`config.mk`:
```
export PLATFORM = sky130hd
export DESIGN_NAME = r2otfc_flat
export DESIGN_NICKNAME = d
export VERILOG_FILES = /design/src/rtl/r2otfc_if.sv /design/src/rtl/r2otfc.sv /design/src/flat_wrapper.sv
export SDC_FILE = /design/constraint.sdc
export NUM_CORES = 1
export LEC_CHECK = 0
export BUFFER_PORTS_ARGS = -buffer_cell sky130_fd_sc_hd__buf_2
export CAP_MARGIN = 20
export CORE_UTILIZATION = 40
export CTS_CLUSTER_DIAMETER = 50
export DETAILED_ROUTE_END_ITERATION = 16
export MAX_ROUTING_LAYER = met4
export PLACE_DENSITY = 0.69
export SYNTH_ARGS = -nofsm -noshare
export SYNTH_HDL_FRONTEND = slang
export SYNTH_SLANG_ARGS = --single-unit
```
`constraint.sdc`:
```
create_clock -name clk -period 1.5 [get_ports clk]
set_input_delay 0.225 -clock clk [delete_from_list [all_inputs] [get_ports clk]]
set_output_delay 0.225 -clock clk [all_outputs]
set_load 0.01 [all_outputs]
```
`src/rtl/r2otfc_if.sv`:
```
// Digit-stream and result bundle for the radix-2 on-the-fly converter.
// The master drives digits; the slave (converter) returns the result and status.
interface r2otfc_if #(
    parameter int unsigned N = 16
);
    logic [1:0] d_in;
    logic       d_valid;
    logic       d_first;
    logic [N:0] q_out;
    logic       q_valid;
    logic       busy;
    logic       err;

    modport master (
        output d_in, d_valid, d_first,
        input  q_out, q_valid, busy, err
    );

    modport slave (
        input  d_in, d_valid, d_first,
        output q_out, q_valid, busy, err
    );
endinterface

```
`src/rtl/r2otfc.sv`:
```
// Radix-2 on-the-fly converter: MSDF signed digits to two's complement.
// It keeps Q and QM = Q - 1 ulp, so no carry ever has to propagate.
module r2otfc #(
    parameter int unsigned N = 16
) (
    input logic     clk,
    input logic     reset,
    r2otfc_if.slave bus
);
    localparam int unsigned W  = N + 1;
    localparam int unsigned CW = $clog2(N + 1);

    typedef enum logic {S_IDLE, S_CONV} state_t;

    if (N < 2) begin : g_n_check
        $error("r2otfc: N must be at least 2");
    end

    state_t          r_state;
    logic [CW-1:0]   r_cnt;
    logic [W-1:0]    r_q;
    logic [W-1:0]    r_qm;
    logic [W-1:0]    r_q_out;
    logic            r_q_valid;
    logic            r_busy;
    logic            r_err;

    logic            w_illegal;
    logic [W-1:0]    w_q_base;
    logic [W-1:0]    w_qm_base;
    logic [W-1:0]    w_q_nxt;
    logic [W-1:0]    w_qm_nxt;

    // A first digit always starts from Q = 0, QM = -1, regardless of state.
    always_comb begin
        w_illegal = (bus.d_in == 2'b10);
        w_q_base  = bus.d_first ? '0 : r_q;
        w_qm_base = bus.d_first ? '1 : r_qm;
        w_q_nxt   = '0;
        w_qm_nxt  = '0;
        case (bus.d_in)
            2'b01: begin
                w_q_nxt  = (w_q_base << 1) | W'(1);
                w_qm_nxt = w_q_base << 1;
            end
            2'b11: begin
                w_q_nxt  = (w_qm_base << 1) | W'(1);
                w_qm_nxt = w_qm_base << 1;
            end
            default: begin
                w_q_nxt  = w_q_base << 1;
                w_qm_nxt = (w_qm_base << 1) | W'(1);
            end
        endcase
    end

    always_ff @(posedge clk or negedge reset) begin
        if (!reset) begin
            r_state   <= S_IDLE;
            r_cnt     <= '0;
            r_q       <= '0;
            r_qm      <= '1;
            r_q_out   <= '0;
            r_q_valid <= 1'b0;
            r_busy    <= 1'b0;
            r_err     <= 1'b0;
        end else begin
            r_q_valid <= 1'b0;
            r_err     <= 1'b0;
            if (bus.d_valid) begin
                if (w_illegal) begin
                    r_err <= 1'b1;
                end
                if (bus.d_first) begin
                    if (r_state == S_CONV) begin
                        r_err <= 1'b1;
                    end
                    r_q     <= w_q_nxt;
                    r_qm    <= w_qm_nxt;
                    r_cnt   <= CW'(1);
                    r_busy  <= 1'b1;
                    r_state <= S_CONV;
                end else if (r_state == S_IDLE) begin
                    r_err <= 1'b1;
                end else begin
                    r_q  <= w_q_nxt;
                    r_qm <= w_qm_nxt;
                    if (r_cnt == CW'(N - 1)) begin
                        r_q_out   <= w_q_nxt;
                        r_q_valid <= 1'b1;
                        r_cnt     <= '0;
                        r_busy    <= 1'b0;
                        r_state   <= S_IDLE;
                    end else begin
                        r_cnt <= r_cnt + CW'(1);
                    end
                end
            end
        end
    end

    assign bus.q_out   = r_q_out;
    assign bus.q_valid = r_q_valid;
    assign bus.busy    = r_busy;
    assign bus.err     = r_err;
endmodule
```
`src/flat_wrapper.sv`:
```
// flat-port wrapper written by rule: the top's interface ports become plain ports
module r2otfc_flat 
#(
    parameter int unsigned N = 16
)
  (clk, reset, bus_d_in, bus_d_valid, bus_d_first, bus_q_out, bus_q_valid, bus_busy, bus_err);
  r2otfc_if #(.N(N)) bus_i ();
  input logic clk;
  input logic reset;
  input wire logic [$bits(bus_i.d_in)-1:0] bus_d_in;
  input wire logic [$bits(bus_i.d_valid)-1:0] bus_d_valid;
  input wire logic [$bits(bus_i.d_first)-1:0] bus_d_first;
  output wire logic [$bits(bus_i.q_out)-1:0] bus_q_out;
  output wire logic [$bits(bus_i.q_valid)-1:0] bus_q_valid;
  output wire logic [$bits(bus_i.busy)-1:0] bus_busy;
  output wire logic [$bits(bus_i.err)-1:0] bus_err;
  assign bus_i.d_in = bus_d_in;
  assign bus_i.d_valid = bus_d_valid;
  assign bus_i.d_first = bus_d_first;
  assign bus_q_out = bus_i.q_out;
  assign bus_q_valid = bus_i.q_valid;
  assign bus_busy = bus_i.busy;
  assign bus_err = bus_i.err;
  r2otfc #(.N(N)) u_core (.clk(clk), .reset(reset), .bus(bus_i));
endmodule
```
==> summary.md, run 1 <==
| Metric | Value |
|---|---|
| Classification of the worst setup path | `register to register` |
| Initial Util | `42.2%` |
| Type of the most critical hold path | `input pin to register` |
| Critical path peak fanout | `26` |
| Headroom to the max-slew limit | `74.8%` |
| Net switching power | `1.04 mW` |
| Setup Viol. Count Final | `0` |
| TritonCTS Buffers | `9` |
| H-tree level count | `3` |
| Area of the die | `7670 um^2` |
| Final critical path time including I/O delays and setup | `1430 ps` |
| CP startpoint kind | `register` |
| Share of cell area taken by muxes after synthesis | `4.36%` |
| Finished Cell Area | `3460 um^2` |
| Synthesized netlist net count | `288` |
| XOR/XNOR Fraction of Synth Area | `0.598%` |
| Register area share after synthesis | `50.2%` |
| Max Cap Violations | `0` |
| Crit-path max cell delay | `380 ps` |
| First-pass DRT Iterations | `4` |
| Critical path's top delay family | `flip-flops` |
| Clock Path Buffers | `2` |
| Fraction of the mapped netlist area in compound gates | `18.7%` |
| Power Dens Cells | `1150 nW/um^2` |
| Count of state elements after synthesis | `58` |
| Fin Clk Skew | `10.5 ps` |
| Largest cells by area after synthesis | `sky130_fd_sc_hd__dfrtp_1, sky130_fd_sc_hd__dfstp_2, sky130_fd_sc_hd__o31ai_1` |
| Total placed cells including tap cells | `401` |
| Final cell count without fillers | `420` |
| Clock sink count | `58` |
| Leakage power of the design | `1.52 nW` |
| Post-Synth Simple-Gate Area | `19.8%` |
| Routed wire length | `6130 um` |
| Leading cell type by number of instances after synthesis | `sky130_fd_sc_hd__dfrtp_1` |
| CP arrival | `1660 ps` |
| Outcome | `finished clean` |
| Die span in x | `87.6 um` |
| Worst IR Drop VDD | `669 uV` |
| Crit. End Element | `register` |
| # IOs | `26` |
| Transition time of the tightest slew-check pin | `375 ps` |
| Buffers and inverters on the worst path | `2` |
| Switching part of the total | `26.1%` |
| TritonCTS clock tree | `yes` |
| Crit-path cells | `ha_2 -> nand4b_1 -> buf_6 -> buf_6 -> o31ai_1` |
| Hold violation total from the final report | `0` |
| Most numerous cell types in the synthesized netlist | `sky130_fd_sc_hd__dfrtp_1, sky130_fd_sc_hd__nand2_1, sky130_fd_sc_hd__o21ai_0` |
| Highest clock rate | `699 MHz` |
| Slowest cell on the critical path | `sky130_fd_sc_hd__dfrtp_1` |
| Global-route wire length before repair | `10500 um` |
| Ratio of final minimum period to clock period | `95.3%` |
| Share of cells above drive strength 1 | `31.8%` |
| Number of synthesis warnings | `0` |
| Post-synthesis adder-cell area fraction | `0.427%` |
| Floorplan core area | `6940 um^2` |
| Wirelength per Cell | `14.6 um` |
| Number of diodes | `0` |
| Number of nets at the end of the flow | `326` |
| Final HPWL DP | `4070 um` |
| Overall routing resource usage | `18.6%` |
| Routed wl met3 | `174 um` |
| Final count of pins violating max slew | `0` |
| Placer congestion estimate | `0.772` |
| Most common cell on crit path | `sky130_fd_sc_hd__buf_6` |
| Area share of the largest cell type after synthesis | `35.9%` |
| Internal power | `2.94 mW` |
| Buffer type at the clock tree root | `sky130_fd_sc_hd__clkbuf_8` |
| Largest family of logic cells by synthesized area | `simple AND/OR/NAND/NOR gates` |
| Cell type contributing the most total cell area after synthesis | `sky130_fd_sc_hd__dfrtp_1` |
| Row Count | `30` |
| Mean cell area of the mapped netlist | `10.4 um^2` |
| Post-CTS clock slew at the launch and capture registers of the worst setup and hold paths | `70 ps` |
| Via count of the first global-routing pass | `2124` |
| DP Area | `3210 um^2` |
| Highest routed metal layer | `met4` |
| PortBufs | `25` |
| Relative contribution of combinational cells to total power | `14.9%` |
| Clock power frac | `38.1%` |
| Slack of the critical path | `69.9 ps` |
| Area of the mapped netlist | `2930 um^2` |
| Number of fill cells | `640` |
| Chip Height | `87.6 um` |
| Worst-case hold slack | `201 ps` |
| Final ANT Viol Nets | `0` |
| Count of vias placed by the detailed router | `2207` |
| Critical Path RT | `1730 ps` |
| Pin count of the biggest net entering global routing | `59` |
| Cells after Synth | `281` |
| Number of distinct library cell variants in the gate-level netlist after synthesis | `35` |
| Layout overhead on the synthesized area | `18.1%` |
| Violation count after the first detailed-routing iteration | `88` |
| Relative contribution of sequential cells to total power | `46.9%` |
| GRT Residual Overflow | `0` |
| Routed met2 length | `2980 um` |
| DRC violations left | `0` |
| Post-placement setup slack | `37.6 ps` |
| Initial antenna violation count | `0` |
| EDFF count, synth | `0` |
| Share of synthesized registers carrying an async set or reset | `100%` |
| Commonest register cell after synthesis | `sky130_fd_sc_hd__dfrtp_1` |
| Later-pin clock latency in the skew report | `350 ps` |
| Vias per cell | `5.25` |
| Sum of routed wire segments on met1 | `2860 um` |
-- repair_timing --
item                                   CTS  global route
endpoints found under the hold margin   42             0
hold buffers                             1             0
buffers inserted                         0             2
gates resized for setup                  0            13
setup endpoints to repair                0            19
-- metrics by stage --
stage          power (mW)  TNS (ps)  util (%)
2_1_floorplan        2.27         0         -
3_3_place_gp         2.45         0      46.2
3_5_place_dp         2.47         0      46.2
4_1_cts              4.00         0      49.4
5_1_grt              4.16    -0.497      49.9
6_report             3.97         0      49.9
-- layout make-up --
class                           count  area, um^2  area share (%)
Sequential cell                    58        1470            42.5
Multi-Input combinational cell    196        1310            37.7
Timing Repair Buffer               52         350            10.1
Clock buffer                       14         173            4.99
Tap cell                           96         120            3.47
Clock inverter                      2        35.0            1.01
Inverter                            2        7.51           0.217
-- worst paths after layout --
path	start	to	slack (ps)	cells past startpoint
setup / recovery	u_core.r_cnt[0]$_DFFE_PN0P_	u_core.bus.q_out[7]$_DFFE_PN0P_	70	5
hold / removal	bus_d_valid	u_core.bus.err$_DFF_PN0_	200	3
setup reg to reg	u_core.r_cnt[0]$_DFFE_PN0P_	u_core.bus.q_out[7]$_DFFE_PN0P_	70	5
hold reg to reg	u_core.r_q[9]$_DFFE_PN0P_	u_core.r_q[9]$_DFFE_PN0P_	470	2
max in group asynchronous	reset	u_core.r_qm[4]$_DFFE_PN1P_	770	3
min in group asynchronous	reset	u_core.r_cnt[4]$_DFFE_PN0P_	400	3
-- worst reg2reg max path: stages, from the launching register on --
cell and delay, ps:
sky130_fd_sc_hd__dfrtp_1 380, sky130_fd_sc_hd__ha_2 190, sky130_fd_sc_hd__nand4b_1 110, sky130_fd_sc_hd__buf_6 160, sky130_fd_sc_hd__buf_6 170, sky130_fd_sc_hd__o31ai_1 310
-- power groups by stage --
| stage | Sequential (mW) | Clock (mW) | Combinational (mW) |
|---|---|---|---|
| 5_1_grt | 1.88 | 1.61 | 0.663 |
| 3_5_place_dp | 1.89 | 0 | 0.587 |
| 6_report | 1.86 | 1.52 | 0.592 |
| 4_1_cts | 1.86 | 1.54 | 0.590 |
| 3_3_place_gp | 1.88 | 0 | 0.574 |
| 2_1_floorplan | 1.87 | 0 | 0.403 |
-- flip-flops by register name, indices dropped and copies added, names as in the netlist --
signal and count:
u_core.bus.err 1, u_core.r_cnt 5, u_core.r_state 1, u_core.bus.q_valid 1, u_core.bus.busy 1, u_core.bus.q_out 17
u_core.r_q 16, u_core.r_qm 16
-- routing by layer --
metal,vias up,track usage (%)
li1,1080,-
met1,1084,23.1
met2,30,28.8
met3,13,4.81
met4,0,7.45
met5,-,-
-- layout by cell type (no fill, tap or decap), types with 2 or more instances in the layout --
cell                        count
sky130_fd_sc_hd__o31ai_2        6
sky130_fd_sc_hd__buf_4         23
sky130_fd_sc_hd__buf_2         25
sky130_fd_sc_hd__mux2_4         5
sky130_fd_sc_hd__o211ai_1       4
sky130_fd_sc_hd__o21ai_0       20
sky130_fd_sc_hd__clkbuf_8      12
sky130_fd_sc_hd__clkbuf_1       2
sky130_fd_sc_hd__buf_6          2
sky130_fd_sc_hd__dfstp_2       16
sky130_fd_sc_hd__dfrtp_1       42
sky130_fd_sc_hd__nor2_1        12
sky130_fd_sc_hd__nand2_1       32
sky130_fd_sc_hd__o21ai_1       23
sky130_fd_sc_hd__mux2_2         5
sky130_fd_sc_hd__inv_1          2
sky130_fd_sc_hd__o31ai_1       21
sky130_fd_sc_hd__nand4bb_1     12
sky130_fd_sc_hd__a21oi_1        3
sky130_fd_sc_hd__nor3_1        15
sky130_fd_sc_hd__a22o_1         2
sky130_fd_sc_hd__nand2b_1       6
sky130_fd_sc_hd__and2_1         4
sky130_fd_sc_hd__nor2b_1       14
-- logic make-up after synthesis --
family	count (synthesis)
flops	58
buf+inv	27
compound gates	84
simple gates	99
fa+ha+maj	1
mux	10
xor+xnor	2
(Power assumes the default switching activity.)
==> inputs of run 2 (changes only) <==
--- a/config.mk
+++ b/config.mk
@@ -5,13 +5,15 @@
 export SDC_FILE = /design/constraint.sdc
 export NUM_CORES = 1
 export LEC_CHECK = 0
+export ABC_AREA = 1
 export BUFFER_PORTS_ARGS = -buffer_cell sky130_fd_sc_hd__buf_2
 export CAP_MARGIN = 20
 export CORE_UTILIZATION = 40
 export CTS_CLUSTER_DIAMETER = 50
 export DETAILED_ROUTE_END_ITERATION = 16
+export GPL_ROUTABILITY_DRIVEN = 0
 export MAX_ROUTING_LAYER = met4
-export PLACE_DENSITY = 0.69
+export PLACE_DENSITY = 0.7
 export SYNTH_ARGS = -nofsm -noshare
 export SYNTH_HDL_FRONTEND = slang
 export SYNTH_SLANG_ARGS = --single-unit
==> run 2 against run 1 <==
Effect of this change: setup slack improved by 53 ps; via count increased by 7.5%; clock skew decreased by 5.1 ps; die area decreased by 3.5%; synthesized cell count increased by 31%; critical path depth increased by 1.
==> summary.md, run 2 <==
| Metric | Value |
|---|---|
| Share of synthesized registers carrying an async set or reset | `100%` |
| Internal power | `2.74 mW` |
| Net switching power | `1.07 mW` |
| Number of nets at the end of the flow | `414` |
| Crit-path max cell delay | `390 ps` |
| CP startpoint kind | `register` |
| Area of the mapped netlist | `2830 um^2` |
| Mean cell area of the mapped netlist | `7.68 um^2` |
| Critical path peak fanout | `13` |
| Final ANT Viol Nets | `0` |
| Buffers and inverters on the worst path | `1` |
| Total power | `3.81 mW` |
| Area of the die | `7410 um^2` |
| Cells after Synth | `368` |
| Wirelength per Cell | `11.6 um` |
| Final cell count without fillers | `508` |
| Leakage power of the design | `1.82 nW` |
| Max FFs per register | `17` |
| Most common cell on crit path | `sky130_fd_sc_hd__nand2_1` |
| Final critical path time including I/O delays and setup | `1380 ps` |
| Synthesized netlist net count | `375` |
| DRC violations left | `0` |
| Die span in x | `86.1 um` |
| Global-route wire length before repair | `10100 um` |
| PortBufs | `25` |
| Later-pin clock latency in the skew report | `340 ps` |
| Worst IR Drop VDD | `478 uV` |
| Number of diodes | `0` |
| Chip Height | `86.1 um` |
| Classification of the worst setup path | `register to register` |
| Fin Clk Skew | `5.41 ps` |
| Clock power frac | `34.9%` |
| Count of vias placed by the detailed router | `2372` |
| R2r endpoint | `u_core.bus.q_out[9]$_DFFE_PN0P_` |
| CP arrival | `1650 ps` |
| Post-CTS clock slew at the launch and capture registers of the worst setup and hold paths | `60 ps` |
| Count of state elements after synthesis | `58` |
| Buffer type at the clock tree root | `sky130_fd_sc_hd__clkbuf_8` |
| Setup Viol. Count Final | `0` |
| Finished Cell Area | `3370 um^2` |
| Number of distinct library cell variants in the gate-level netlist after synthesis | `25` |
| Crit-path cells | `ha_1 -> nand4_4 -> nor2_8 -> buf_12 -> nand2_1 -> nand2_1` |
| Ratio of final minimum period to clock period | `91.8%` |
| Worst R2R Setup Slack | `120 ps` |
| GRT Residual Overflow | `0` |
| Crit path to | `u_core.bus.q_out[9]$_DFFE_PN0P_` |
| Critical Path RT | `1780 ps` |
| Launch point of the worst path | `u_core.r_cnt[0]$_DFFE_PN0P_` |
| Total negative slack for setup checks | `0 ps` |
| Clock sink count | `58` |
| Share of cells above drive strength 1 | `20.1%` |
| TritonCTS Buffers | `9` |
| Post-placement setup slack | `72.0 ps` |
| Critical hold path startpoint | `bus_d_valid` |
| Type of the most critical hold path | `input pin to register` |
| Fraction of the core area covered by cells at the end of the flow | `49.5%` |
| Crit. End Element | `register` |
| Power Dens Cells | `1130 nW/um^2` |
| Total placed cells including tap cells | `490` |
| Register area share after synthesis | `52.1%` |
| H-tree level count | `3` |
| Max Cap Violations | `0` |
| Critical path's top delay family | `simple AND/OR/NAND/NOR gates` |
| Overall routing resource usage | `18.1%` |
| Routed wire length | `5870 um` |
| TritonCTS clock tree | `yes` |
| Most numerous cell types in the synthesized netlist | `sky130_fd_sc_hd__nand2_1, sky130_fd_sc_hd__dfrtp_1, sky130_fd_sc_hd__inv_1` |
| Most frequent standard cell in the layout excluding fill and tap cells | `sky130_fd_sc_hd__nand2_1` |
| RSZ-0062 raised after global routing | `no` |
| Most frequent cells in the layout | `sky130_fd_sc_hd__nand2_1, sky130_fd_sc_hd__dfrtp_1, sky130_fd_sc_hd__inv_1, sky130_fd_sc_hd__buf_2, sky130_fd_sc_hd__nor2_1` |
| Area share of the largest cell type after synthesis | `37.2%` |
| Commonest register cell after synthesis | `sky130_fd_sc_hd__dfrtp_1` |
| Number of logic stages on the critical path including buffering | `6` |
| Headroom to the max-slew limit | `67.5%` |
| Final count of pins violating max slew | `0` |
| Initial antenna violation count | `0` |
| Hold violation total from the final report | `0` |
| Via count of the first global-routing pass | `2242` |
| Worst r2r path cells | `6` |
| Largest cells by area after synthesis | `sky130_fd_sc_hd__dfrtp_1, sky130_fd_sc_hd__nand2_1, sky130_fd_sc_hd__dfstp_2` |
| Outcome | `finished clean` |
| Leading cell type by number of instances after synthesis | `sky130_fd_sc_hd__nand2_1` |
| Cell type contributing the most total cell area after synthesis | `sky130_fd_sc_hd__dfrtp_1` |
| Final HPWL DP | `4130 um` |
| Floorplan core area | `6790 um^2` |
| Reg2reg start | `u_core.r_cnt[0]$_DFFE_PN0P_` |
| Relative contribution of combinational cells to total power | `15.9%` |
| Worst-case hold slack | `148 ps` |
| Layout overhead on the synthesized area | `19.1%` |
| Slack of the critical path | `123 ps` |
| Vias per cell | `4.67` |
| Pin count of the biggest net entering global routing | `31` |
| DP Area | `3160 um^2` |
| Relative contribution of sequential cells to total power | `49.1%` |
| Highest clock rate | `726 MHz` |
| Slowest cell on the critical path | `sky130_fd_sc_hd__dfrtp_1` |
| Violation count after the first detailed-routing iteration | `82` |
| Transition time of the tightest slew-check pin | `487 ps` |
| First-pass DRT Iterations | `4` |
| Row Count | `30` |
| Switching part of the total | `28.1%` |
| EDFF count, synth | `0` |
| Number of synthesis warnings | `0` |
| # IOs | `26` |
| Initial Util | `41.6%` |
| Clock Path Buffers | `2` |
[run 2: worst register-to-register path, cell delays in order, from the launching register on]
cell and delay [ps]:
sky130_fd_sc_hd__dfrtp_1 390, sky130_fd_sc_hd__ha_1 270, sky130_fd_sc_hd__nand4_4 170, sky130_fd_sc_hd__nor2_8 200, sky130_fd_sc_hd__buf_12 150, sky130_fd_sc_hd__nand2_1 60
sky130_fd_sc_hd__nand2_1 80
[run 2: how the worst min path moves through the flow]
stage / end / depth (start not counted) / slack (ps)
3_5_place_dp: u_core.bus.q_out[8]$_DFFE_PN0P_ / 1 / 210
2_1_floorplan: u_core.bus.busy$_DFFE_PN0P_ / 0 / -70
4_1_cts: u_core.bus.err$_DFF_PN0_ / 3 / 140
6_report: u_core.bus.err$_DFF_PN0_ / 3 / 150
5_1_grt: u_core.bus.err$_DFF_PN0_ / 3 / 160
3_3_place_gp: u_core.bus.q_out[8]$_DFFE_PN0P_ / 1 / 220
[run 2: timing repair]
item	4_1_cts	5_1_grt
resized for setup	0	1
endpoints found under the hold margin	15	0
setup buffers	0	1
hold buffers	1	0
endpoints found under the setup margin	0	15
[run 2: cell type report]
class                      instances  area [um^2]
sequential                        58         1470
multi-input combinational        265         1140
tap                               96          120
inverter                          28          108
fill                             639         3430
timing repair buffer              45          340
clock buffer                      14          173
clock inverter                     2         10.0
[run 2: kinds of logic after synthesis]
logic type	after synthesis	share of synthesized area, %
AO/OA/AOI/OAI	45	8.90
flip-flops	58	52.1
adder cells (fa/ha/maj)	1	0.443
buffers and inverters	45	7.79
AND/OR/NAND/NOR	219	30.8
[run 2: routing by layer]
layer | track usage, % | up-vias | wire length (um)
li1 | - | 1218 | -
met1 | 22.3 | 1100 | 2840
met2 | 28.6 | 44 | 2770
met3 | 2.89 | 10 | 138
met4 | 9.70 | 0 | 129
met5 | - | - | 0
[run 2: power by group through the flow]
stage               Sequential, mW  Clock, mW  Combinational [mW]
finish                        1.87       1.33               0.607
global route                  1.89       1.42               0.697
CTS                           1.86       1.36               0.610
detailed placement            1.89          0               0.602
global placement              1.89          0               0.587
floorplan                     1.89          0               0.393
==> inputs of run 3 (changes only) <==
--- a/config.mk
+++ b/config.mk
@@ -13,7 +13,7 @@
 export DETAILED_ROUTE_END_ITERATION = 16
 export GPL_ROUTABILITY_DRIVEN = 0
 export MAX_ROUTING_LAYER = met4
-export PLACE_DENSITY = 0.7
+export PLACE_DENSITY = 0.66
 export SYNTH_ARGS = -nofsm -noshare
 export SYNTH_HDL_FRONTEND = slang
 export SYNTH_SLANG_ARGS = --single-unit
==> run 3 against run 2 <==
Effect of this change: routed wire length down 1.6%; sequential share of layout area rose by 0.48 points; die area is the same; critical path type unchanged; largest cell class unchanged; largest power group unchanged.
==> summary.md, run 3 (synthesis results as in run 2) <==
| Metric | Value |
|---|---|
| Outcome | `finished clean` |
| Hold violation total from the final report | `0` |
| Max Cap Violations | `0` |
| Setup Viol. Count Final | `0` |
| Via count of the first global-routing pass | `2097` |
| Met2 global-route usage | `25.0%` |
| Total negative slack for setup checks | `0 ps` |
| Row Count | `30` |
| Final ANT Viol Nets | `0` |
| CP arrival | `1650 ps` |
| Global-route layer with the greatest usage | `met2` |
| Highest clock rate | `730 MHz` |
| Chip Height | `86.1 um` |
| Buffer type at the clock tree root | `sky130_fd_sc_hd__clkbuf_8` |
| Critical Path RT | `1780 ps` |
| Relative contribution of combinational cells to total power | `14.5%` |
| First-pass DRT Iterations | `4` |
| Vias per cell | `4.70` |
| Die span in x | `86.1 um` |
| Routed wire length | `5780 um` |
| Ratio of final minimum period to clock period | `91.4%` |
| Worst r2r path cells | `6` |
| Slack of the critical path | `130 ps` |
| Global routing usage on met3 | `2.41%` |
| Net switching power | `1.05 mW` |
| H-tree level count | `3` |
| PortBufs | `25` |
| Layout overhead on the synthesized area | `17.8%` |
| Transition time of the tightest slew-check pin | `419 ps` |
| Wirelength per Cell | `11.6 um` |
| GRT met1 Usage | `24.9%` |
| Violation count after the first detailed-routing iteration | `188` |
| Critical path peak fanout | `13` |
| Classification of the worst setup path | `register to register` |
| Pin count of the biggest net entering global routing | `59` |
| Worst IR Drop VDD | `417 uV` |
| Most frequent cells in the layout | `sky130_fd_sc_hd__nand2_1, sky130_fd_sc_hd__dfrtp_1, sky130_fd_sc_hd__inv_1, sky130_fd_sc_hd__buf_2, sky130_fd_sc_hd__nor2_1` |
| Most frequent standard cell in the layout excluding fill and tap cells | `sky130_fd_sc_hd__nand2_1` |
| Max FFs per register | `17` |
| Overall routing resource usage | `17.7%` |
| Initial antenna violation count | `0` |
| Initial Util | `41.6%` |
| Switching part of the total | `26.3%` |
| Clock sink count | `58` |
| Headroom to the max-slew limit | `71.7%` |
| CP startpoint kind | `register` |
| TritonCTS Buffers | `9` |
| # IOs | `26` |
| Final HPWL DP | `3690 um` |
| Internal power | `2.94 mW` |
| Post-CTS clock slew at the launch and capture registers of the worst setup and hold paths | `60 ps` |
| Final count of pins violating max slew | `0` |
| TritonCTS clock tree | `yes` |
| Crit. End Element | `register` |
| Floorplan core area | `6790 um^2` |
| Area of the die | `7410 um^2` |
| Leakage power of the design | `1.79 nW` |
| Share of cells above drive strength 1 | `18.8%` |
| Final critical path time including I/O delays and setup | `1370 ps` |
| GRT Residual Overflow | `0` |
| Post-placement setup slack | `85.1 ps` |
| Type of the most critical hold path | `input pin to register` |
| Power Dens Cells | `1200 nW/um^2` |
| Global-route wire length before repair | `9910 um` |
| Total power | `3.99 mW` |
| Cell depth of the worst min-delay path | `3` |
| Number of nets at the end of the flow | `406` |
| RSZ-0062 raised after global routing | `no` |
| Final cell count without fillers | `500` |
| Fin Clk Skew | `6.45 ps` |
| Relative contribution of sequential cells to total power | `46.8%` |
| Clock power frac | `38.7%` |
| Number of diodes | `0` |
| Count of vias placed by the detailed router | `2348` |
| DRC violations left | `0` |
| Later-pin clock latency in the skew report | `340 ps` |
| Clock Path Buffers | `2` |
| Total placed cells including tap cells | `481` |
## run 3: cell types whose count changed in the layout (fill, tap and decap cells not counted), sizes merged
cell and delta:
clkbuf +1, buf -8, bufinv +1, clkinv -2
## run 3: critical path, stage by stage (launching register included)
cell,delay (ps)
sky130_fd_sc_hd__dfrtp_1,390
sky130_fd_sc_hd__ha_2,250
sky130_fd_sc_hd__nand4_4,170
sky130_fd_sc_hd__nor2_8,210
sky130_fd_sc_hd__buf_12,150
sky130_fd_sc_hd__nand2_1,70
sky130_fd_sc_hd__nand2_1,70
## run 3: metal layers
metal  part of all wire, %  vias to the layer above
met5                     0                        -
met4                   2.0                        0
met3                   4.4                       12
met2                    46                       56
met1                    48                     1083
li1                      -                     1197
## run 3: power groups by stage
stage | clock [mW] | sequential (mW) | combinational [mW]
finish | 1.54 | 1.87 | 0.580
global route | 1.66 | 1.89 | 0.670
CTS | 1.59 | 1.86 | 0.580
detailed placement | 0 | 1.89 | 0.575
global placement | 0 | 1.89 | 0.566
floorplan | 0 | 1.89 | 0.393
## run 3: path summary, 6_finish.rpt
kind                                                       from                         endpoint  slack, ps
worst max-delay path                u_core.r_cnt[0]$_DFFE_PN0P_  u_core.bus.q_out[1]$_DFFE_PN0P_        130
worst max register to register      u_core.r_cnt[0]$_DFFE_PN0P_  u_core.bus.q_out[1]$_DFFE_PN0P_        130
min in group asynchronous                                 reset      u_core.r_cnt[0]$_DFFE_PN0P_        400
worst min-delay path                                bus_d_in[0]  u_core.bus.q_out[0]$_DFFE_PN0P_        140
worst min register to register  u_core.bus.q_out[3]$_DFFE_PN0P_  u_core.bus.q_out[3]$_DFFE_PN0P_        470
max in group asynchronous                                 reset      u_core.r_qm[13]$_DFFE_PN1P_        780
## run 3: cell type report
class                   instances  area (um^2)
multi-input cells             265         1150
inverters                      28          108
flip-flops and latches         58         1470
clock inverters                 1         30.0
fillers                       647         3460
repair buffers                 37          268
clock buffers                  15          186
well taps                      96          120
## run 3: per-stage QoR
stage                     instance area [um^2]  utilization, %  hold WS (ps)
after floorplan                           2830               -         -70.6
after global placement                    3080            45.3           249
after detailed placement                  3080            45.3           255
after CTS                                 3300            48.6           137
after global routing                      3330            49.0           152
final                                     3330            49.0           143
## run 3: what timing repair did
action,in CTS,in global routing
buffers inserted,0,2
hold buffers,1,0
setup endpoints to repair,0,17
hold endpoints to repair,42,0
resized for setup,0,2
